File: src/rtl/rmp_stp.sv
// rmp_stp: programmable stepped-staircase generator for fast-DAC carry and step-linearity checks.
// Produces bipolar, unipolar, sawtooth or static staircases with a saturated, registered output.
module rmp_stp #(
    parameter int unsigned W  = 16,
    parameter int unsigned KW = 4,
    parameter int unsigned DW = 6
) (
    input  logic                 clk,
    input  logic                 rst,
    input  logic                 en,
    input  logic [31:0]          N,
    input  logic signed [W-1:0]  step,
    input  logic signed [W-1:0]  offset,
    input  logic [KW-1:0]        k_max,
    input  logic [DW-1:0]        n_hold,
    input  logic [DW-1:0]        n_ramp,
    input  logic [DW-1:0]        n_peak,
    input  logic [1:0]           mode,
    input  logic                 oneshot,
    input  logic                 trig,
    output logic signed [W-1:0]  out,
    output logic                 sync,
    output logic                 done
);

    // Level needs one extra bit over W+KW so the negated peak never wraps; the sum one more.
    localparam int unsigned LW = W + KW + 1;
    localparam int unsigned SW = W + KW + 2;

    localparam logic signed [SW-1:0] SatHi = {{(SW - W + 1){1'b0}}, {(W - 1){1'b1}}};
    localparam logic signed [SW-1:0] SatLo = {{(SW - W + 1){1'b1}}, {(W - 1){1'b0}}};

    localparam logic [1:0] ModeBipolar = 2'd0;
    localparam logic [1:0] ModeSaw     = 2'd2;
    localparam logic [1:0] ModeStatic  = 2'd3;

    typedef enum logic [2:0] {
        StHold,
        StUp,
        StPeak,
        StDown,
        StIdle
    } state_e;

    state_e               state_q, state_d;
    logic [31:0]          cnt_q, cnt_d;
    logic                 tick;
    logic [DW-1:0]        dwell_q, dwell_d;
    logic [DW-1:0]        n_cur, last_cur;
    logic [KW-1:0]        idx_q, idx_d;
    logic                 pol_q, pol_d;     // 1 = negative half
    logic signed [W-1:0]  step_q, step_d;
    logic [KW-1:0]        kmax_q, kmax_d;
    logic [1:0]           mode_q, mode_d;
    logic                 sync_q, sync_d;
    logic                 done_q, done_d;
    logic signed [LW-1:0] level_q, level_d;
    logic signed [W-1:0]  out_q, out_d;

    logic                 to_hold;
    logic                 pol_new;
    logic                 flat;

    logic signed [LW-1:0] step_x, idx_x, mag;
    logic signed [SW-1:0] sum;

    // Prescaler: one tick every N enabled cycles (N of 0 or 1 ticks every enabled cycle).
    always_comb begin
        tick  = 1'b0;
        cnt_d = cnt_q;
        if (en) begin
            if ((N > 32'd1) && (cnt_q < (N - 32'd1))) begin
                cnt_d = cnt_q + 32'd1;
            end else begin
                cnt_d = '0;
                tick  = 1'b1;
            end
        end
    end

    // Dwell target for the current state; a programmed 0 behaves like 1.
    always_comb begin
        case (state_q)
            StUp, StDown: n_cur = n_ramp;
            StPeak:       n_cur = n_peak;
            default:      n_cur = n_hold;
        endcase
        last_cur = (n_cur == '0) ? '0 : (n_cur - DW'(1));
    end

    // Staircase sequencer: next state, index, polarity, parameter latching and sync.
    always_comb begin
        state_d = state_q;
        dwell_d = dwell_q;
        idx_d   = idx_q;
        pol_d   = pol_q;
        step_d  = step_q;
        kmax_d  = kmax_q;
        mode_d  = mode_q;
        sync_d  = 1'b0;
        to_hold = 1'b0;
        pol_new = pol_q;
        flat    = (kmax_q == '0) || (mode_q == ModeStatic);

        if (state_q == StIdle) begin
            // Trigger restarts immediately; free-running mode waits for a tick.
            if (trig || (!oneshot && tick)) begin
                state_d = StHold;
                dwell_d = '0;
                idx_d   = '0;
                pol_d   = 1'b0;
                step_d  = step;
                kmax_d  = k_max;
                mode_d  = mode;
                sync_d  = 1'b1;
            end
        end else if (tick) begin
            // Compare with < so a live dwell shortened below the count still moves on.
            if (dwell_q < last_cur) begin
                dwell_d = dwell_q + DW'(1);
            end else begin
                dwell_d = '0;
                case (state_q)
                    StHold: begin
                        if (flat) begin
                            to_hold = 1'b1;
                        end else if (kmax_q == KW'(1)) begin
                            state_d = StPeak;
                            idx_d   = kmax_q;
                        end else begin
                            state_d = StUp;
                            idx_d   = KW'(1);
                        end
                    end
                    StUp: begin
                        if (idx_q < (kmax_q - KW'(1))) begin
                            idx_d = idx_q + KW'(1);
                        end else begin
                            state_d = StPeak;
                            idx_d   = kmax_q;
                        end
                    end
                    StPeak: begin
                        if ((kmax_q > KW'(1)) && (mode_q != ModeSaw)) begin
                            state_d = StDown;
                            idx_d   = kmax_q - KW'(1);
                        end else begin
                            to_hold = 1'b1;
                            pol_new = (mode_q == ModeBipolar) ? ~pol_q : 1'b0;
                        end
                    end
                    StDown: begin
                        if (idx_q > KW'(1)) begin
                            idx_d = idx_q - KW'(1);
                        end else begin
                            to_hold = 1'b1;
                            pol_new = (mode_q == ModeBipolar) ? ~pol_q : 1'b0;
                        end
                    end
                    default: ;
                endcase

                if (to_hold) begin
                    state_d = StHold;
                    idx_d   = '0;
                    pol_d   = pol_new;
                    // Returning to HOLD on the positive side closes a period.
                    if (!pol_new) begin
                        step_d = step;
                        kmax_d = k_max;
                        mode_d = mode;
                        sync_d = 1'b1;
                        if (oneshot) begin
                            state_d = StIdle;
                        end
                    end
                end
            end
        end

        done_d = (state_d == StIdle);
    end

    // Level for the upcoming state: signed index times the latched step.
    always_comb begin
        step_x  = {{(LW - W){step_d[W-1]}}, step_d};
        idx_x   = {{(LW - KW){1'b0}}, idx_d};
        mag     = step_x * idx_x;
        level_d = pol_d ? -mag : mag;
    end

    // Offset plus level, clamped to the W-bit signed range.
    always_comb begin
        sum = {{(SW - W){offset[W-1]}}, offset} + {{(SW - LW){level_q[LW-1]}}, level_q};
        if (sum > SatHi) begin
            out_d = {1'b0, {(W - 1){1'b1}}};
        end else if (sum < SatLo) begin
            out_d = {1'b1, {(W - 1){1'b0}}};
        end else begin
            out_d = sum[W-1:0];
        end
    end

    // Prescaler counter register.
    always_ff @(posedge clk) begin
        if (rst) begin
            cnt_q <= '0;
        end else begin
            cnt_q <= cnt_d;
        end
    end

    // Sequencer state, latched parameters and level register.
    always_ff @(posedge clk) begin
        if (rst) begin
            state_q <= StHold;
            dwell_q <= '0;
            idx_q   <= '0;
            pol_q   <= 1'b0;
            step_q  <= step;
            kmax_q  <= k_max;
            mode_q  <= mode;
            level_q <= '0;
            sync_q  <= 1'b0;
            done_q  <= 1'b0;
        end else begin
            state_q <= state_d;
            dwell_q <= dwell_d;
            idx_q   <= idx_d;
            pol_q   <= pol_d;
            step_q  <= step_d;
            kmax_q  <= kmax_d;
            mode_q  <= mode_d;
            level_q <= level_d;
            sync_q  <= sync_d;
            done_q  <= done_d;
        end
    end

    // Output register; keeps following offset even while disabled.
    always_ff @(posedge clk) begin
        if (rst) begin
            out_q <= '0;
        end else begin
            out_q <= out_d;
        end
    end

    assign out  = out_q;
    assign sync = sync_q;
    assign done = done_q;

endmodule

File: config.mk
export PLATFORM = sky130hd
export DESIGN_NAME = rmp_stp
export DESIGN_NICKNAME = d
export VERILOG_FILES = /design/src/rtl/rmp_stp.sv
export SDC_FILE = /design/constraint.sdc
export NUM_CORES = 1
export LEC_CHECK = 0
export BUFFER_PORTS_ARGS = -buffer_cell sky130_fd_sc_hd__buf_2
export CAP_MARGIN = 20
export CORE_MARGIN = 3
export CORE_UTILIZATION = 65
export CTS_CLUSTER_SIZE = 30
export DETAILED_ROUTE_END_ITERATION = 16
export HOLD_SLACK_MARGIN = 0.03
export PLACE_DENSITY_LB_ADDON = 0.2
export SYNTH_ARGS = -nofsm -noshare
export SYNTH_HDL_FRONTEND = slang
export SYNTH_SLANG_ARGS = --single-unit
File: constraint.sdc
create_clock -name clk -period 25.5 [get_ports clk]
set_clock_uncertainty 0.05 [all_clocks]
set_input_delay 1.275 -clock clk [delete_from_list [all_inputs] [get_ports clk]]
set_output_delay 1.275 -clock clk [all_outputs]
set_load 0.02 [all_outputs]
==> impl_metrics.sql <==
INSERT INTO impl_metrics (metric_group, metric, value, unit) VALUES
('status', 'run_status', 'finished clean', ''),
('worst_hold_path', 'hold-path-cell-count', '1', ''),
('clock_network', 'clock_latency', '0.36', 'ns'),
('clock_network', 'cts_buf_count', '9', ''),
('clock_network', 'cts_htree_levels', '3', ''),
('power_and_ir_drop', 'power.leakage', '5.19', 'nW'),
('placement', 'dpl.cell_count', '1563', ''),
('timing', 'hold_violation_count_in_the_final_report', '0', ''),
('routing', 'drc', '0', ''),
('synthesis', 'count_of_cell_types_in_the_netlist', '86', ''),
('routing', 'number_of_drc_markers_after_the_initial_detailed_route_iteration', '723', ''),
('synthesis', 'synth.yosys.warnings', '0', ''),
('layout', 'flow.area_growth_from_synthesis', '9.52', '%'),
('clock_network', 'cts-root-buf', 'sky130_fd_sc_hd__clkbuf_16', ''),
('synthesis', 'synthArstFlopShare', '0', ''),
('critical_path', 'cp-start-kind', 'input pin', ''),
('routing', 'vias', '9311', ''),
('synthesis', 'synth-edff-count', '6', ''),
('synthesis', 'synth.top_cell.area_share', '0.194', ''),
('die', 'fp-row-count', '45', ''),
('synthesis', 'synthesis.instances', '1279', ''),
('grt', 'grt-busiest-layer', 'met2', ''),
('clock_network', 'clock_path_buffers', '2', ''),
('grt', 'grt_max_degree', '52', ''),
('critical_path', 'crit_buf_inv', '3', ''),
('layout', 'final_common_cell', 'sky130_fd_sc_hd__nor2_1', ''),
('timing', 'layout_worst_path_cycle_share', '0.408', ''),
('power_and_ir_drop', 'p_per_cell_area', '32.6', 'nW/um2'),
('worst_hold_path', 'worst_hold_path.endpoint', 'step_q[7]', ''),
('routing', 'ant_nets', '0', ''),
('synthesis', 'synthFlopType', 'sky130_fd_sc_hd__dfxtp_1', ''),
('synthesis', 'synth_top_cell_by_area', 'sky130_fd_sc_hd__dfxtp_1', ''),
('layout', 'layout-drive-gt1-share', '0.133', ''),
('timing', 'setup_viol', '0', ''),
('routing', 'wl_per_cell', '14.9', 'um'),
('timing', 'layout_min_cycle_time', '10.41', 'ns'),
('timing', 'report.final.slew_viol_count', '0', ''),
('grt', 'grt_use_total', '0.269', ''),
('grt', 'grt_remaining_overflow', '0', ''),
('timing', 'fmax', '96.0', 'MHz'),
('timing', 'unrepaired_setup_endpoints_after_global_routing', 'false', ''),
('synthesis', 'syn-num-nets', '1518', ''),
('layout', 'num_antenna_cells', '0', ''),
('critical_path', 'cp_slowest_stage_delay', '0.67', 'ns'),
('critical_path', 'end_kind', 'register', ''),
('timing', 'worst_slack', '15.09', 'ns'),
('clock_network', 'tritoncts_clock_tree', 'yes', ''),
('placement', 'routabilityCongestion', '0.927', ''),
('timing', 'setup-tns-final', '0', 'ns'),
('timing', 'worst_slew_margin', '0.328', ''),
('layout', 'layoutNonFillerInstCount', '1581', ''),
('die', 'fp.coreArea', '15400', 'um2'),
('die', 'floorplan.die.height', '133', 'um'),
('critical_path', 'worstReg2RegStart', 'state_q[1]', ''),
('die', 'start_util', '0.676', ''),
('placement', 'hpwlAfterDp', '18.5', 'mm'),
('clock_network', 'cts_sinks', '107', ''),
('synthesis', 'yosys_register_bits', '107', ''),
('critical_path', 'critical_path_peak_fanout', '17', ''),
('critical_path', 'r2r.worst_path.cells', '31', ''),
('power_and_ir_drop', 'peak_vdd_ir', '0.0000415', 'V'),
('layout', 'finish.utilization', '0.741', ''),
('worst_hold_path', 'worstHoldPathType', 'register to register', ''),
('critical_path', 'timing.rr.end', 'level_q[15]', ''),
('placement', 'portBuffers', '110', ''),
('synthesis', 'synth_area_leaders', 'sky130_fd_sc_hd__dfxtp_1, sky130_fd_sc_hd__ha_1, sky130_fd_sc_hd__nor2_1', ''),
('routing', 'wirelength', '23.5', 'mm'),
('critical_path', 'rrSetupSlack', '15.90', 'ns'),
('critical_path', 'crit_path_top_delay_cell', 'sky130_fd_sc_hd__nor4_1', ''),
('synthesis', 'synthesis.area_per_instance', '8.16', 'um2'),
('clock_network', 'postCtsSetupRepairBufs', '0', '');
[registers in the layout, indices dropped and copies added (netlist names)]
register  count
state_q       3
out          16
done          1
dwell_q       6
sync          1
level_q      21
kmax_q        4
step_q       16
idx_q         4
cnt_q        32
pol_q         1
mode_q        2
[metal layers]
layer	part of all wire	routed length, um	vias up
li1	-	-	4703
met1	0.48	11200	4318
met2	0.45	10700	258
met3	0.051	1190	32
met4	0.017	404	0
met5	0	0	-
[where the power goes]
part           leakage, nW  internal, mW  switching [mW]
sequential           0.884         0.174         0.00286
combinational         4.16        0.0231          0.0298
clock                0.150        0.0701          0.0721
total                 5.19         0.267           0.105
[synth_stat cells, types with 19 or more instances]
cell type,number
sky130_fd_sc_hd__o21ai_0,46
sky130_fd_sc_hd__nand3_1,37
sky130_fd_sc_hd__mux2i_1,20
sky130_fd_sc_hd__inv_1,92
sky130_fd_sc_hd__fa_1,34
sky130_fd_sc_hd__nand2_1,60
sky130_fd_sc_hd__xor2_1,41
sky130_fd_sc_hd__xnor2_1,64
sky130_fd_sc_hd__ha_1,112
sky130_fd_sc_hd__a21o_1,33
sky130_fd_sc_hd__nand4_1,19
sky130_fd_sc_hd__a21oi_1,73
sky130_fd_sc_hd__nor2_1,184
sky130_fd_sc_hd__dfxtp_1,101
sky130_fd_sc_hd__nor3_1,38
sky130_fd_sc_hd__clkbuf_1,28
[layout make-up]
class | instances | area (um2)
clock buffers | 9 | 225
well taps | 211 | 264
repair buffers | 115 | 596
multi-input cells | 1040 | 7710
flip-flops and latches | 107 | 2200
clock inverters | 7 | 81.3
inverters | 92 | 345
fillers | 1233 | 4000
[through the flow]
stage,total power [mW],hold WS (ns)
after global routing,0.386,0.447
final,0.372,0.418
after floorplan,0.214,0.390
after detailed placement,0.233,0.405
after global placement,0.232,0.401
after CTS,0.374,0.422
[how the worst max path moves through the flow]
stage / startpoint / depth (start not counted) / slack (ns) / to
final: N[8] / 31 / 15.09 / level_q[15]
after global routing: N[8] / 31 / 14.22 / level_q[15]
after CTS: N[8] / 31 / 15.13 / level_q[15]
after detailed placement: N[8] / 31 / 14.81 / level_q[15]
after global placement: N[8] / 31 / 15.21 / level_q[13]
after floorplan: N[8] / 35 / 15.68 / level_q[19]
[logic make-up (layout without fill, tap and decap cells)]
group                      Yosys count  count (layout)  synth area share
buffers and inverters              132             223            0.0497
muxes                               47              47            0.0487
and+or+nand+nor                    470             470             0.225
AOI/OAI and AO/OA                  272             272             0.177
adders and majority gates          146             146             0.200
xor gates and xnor gates           105             105            0.0882
DFF                                107             107             0.211
No activity file was read; power rests on OpenSTA's default activity.
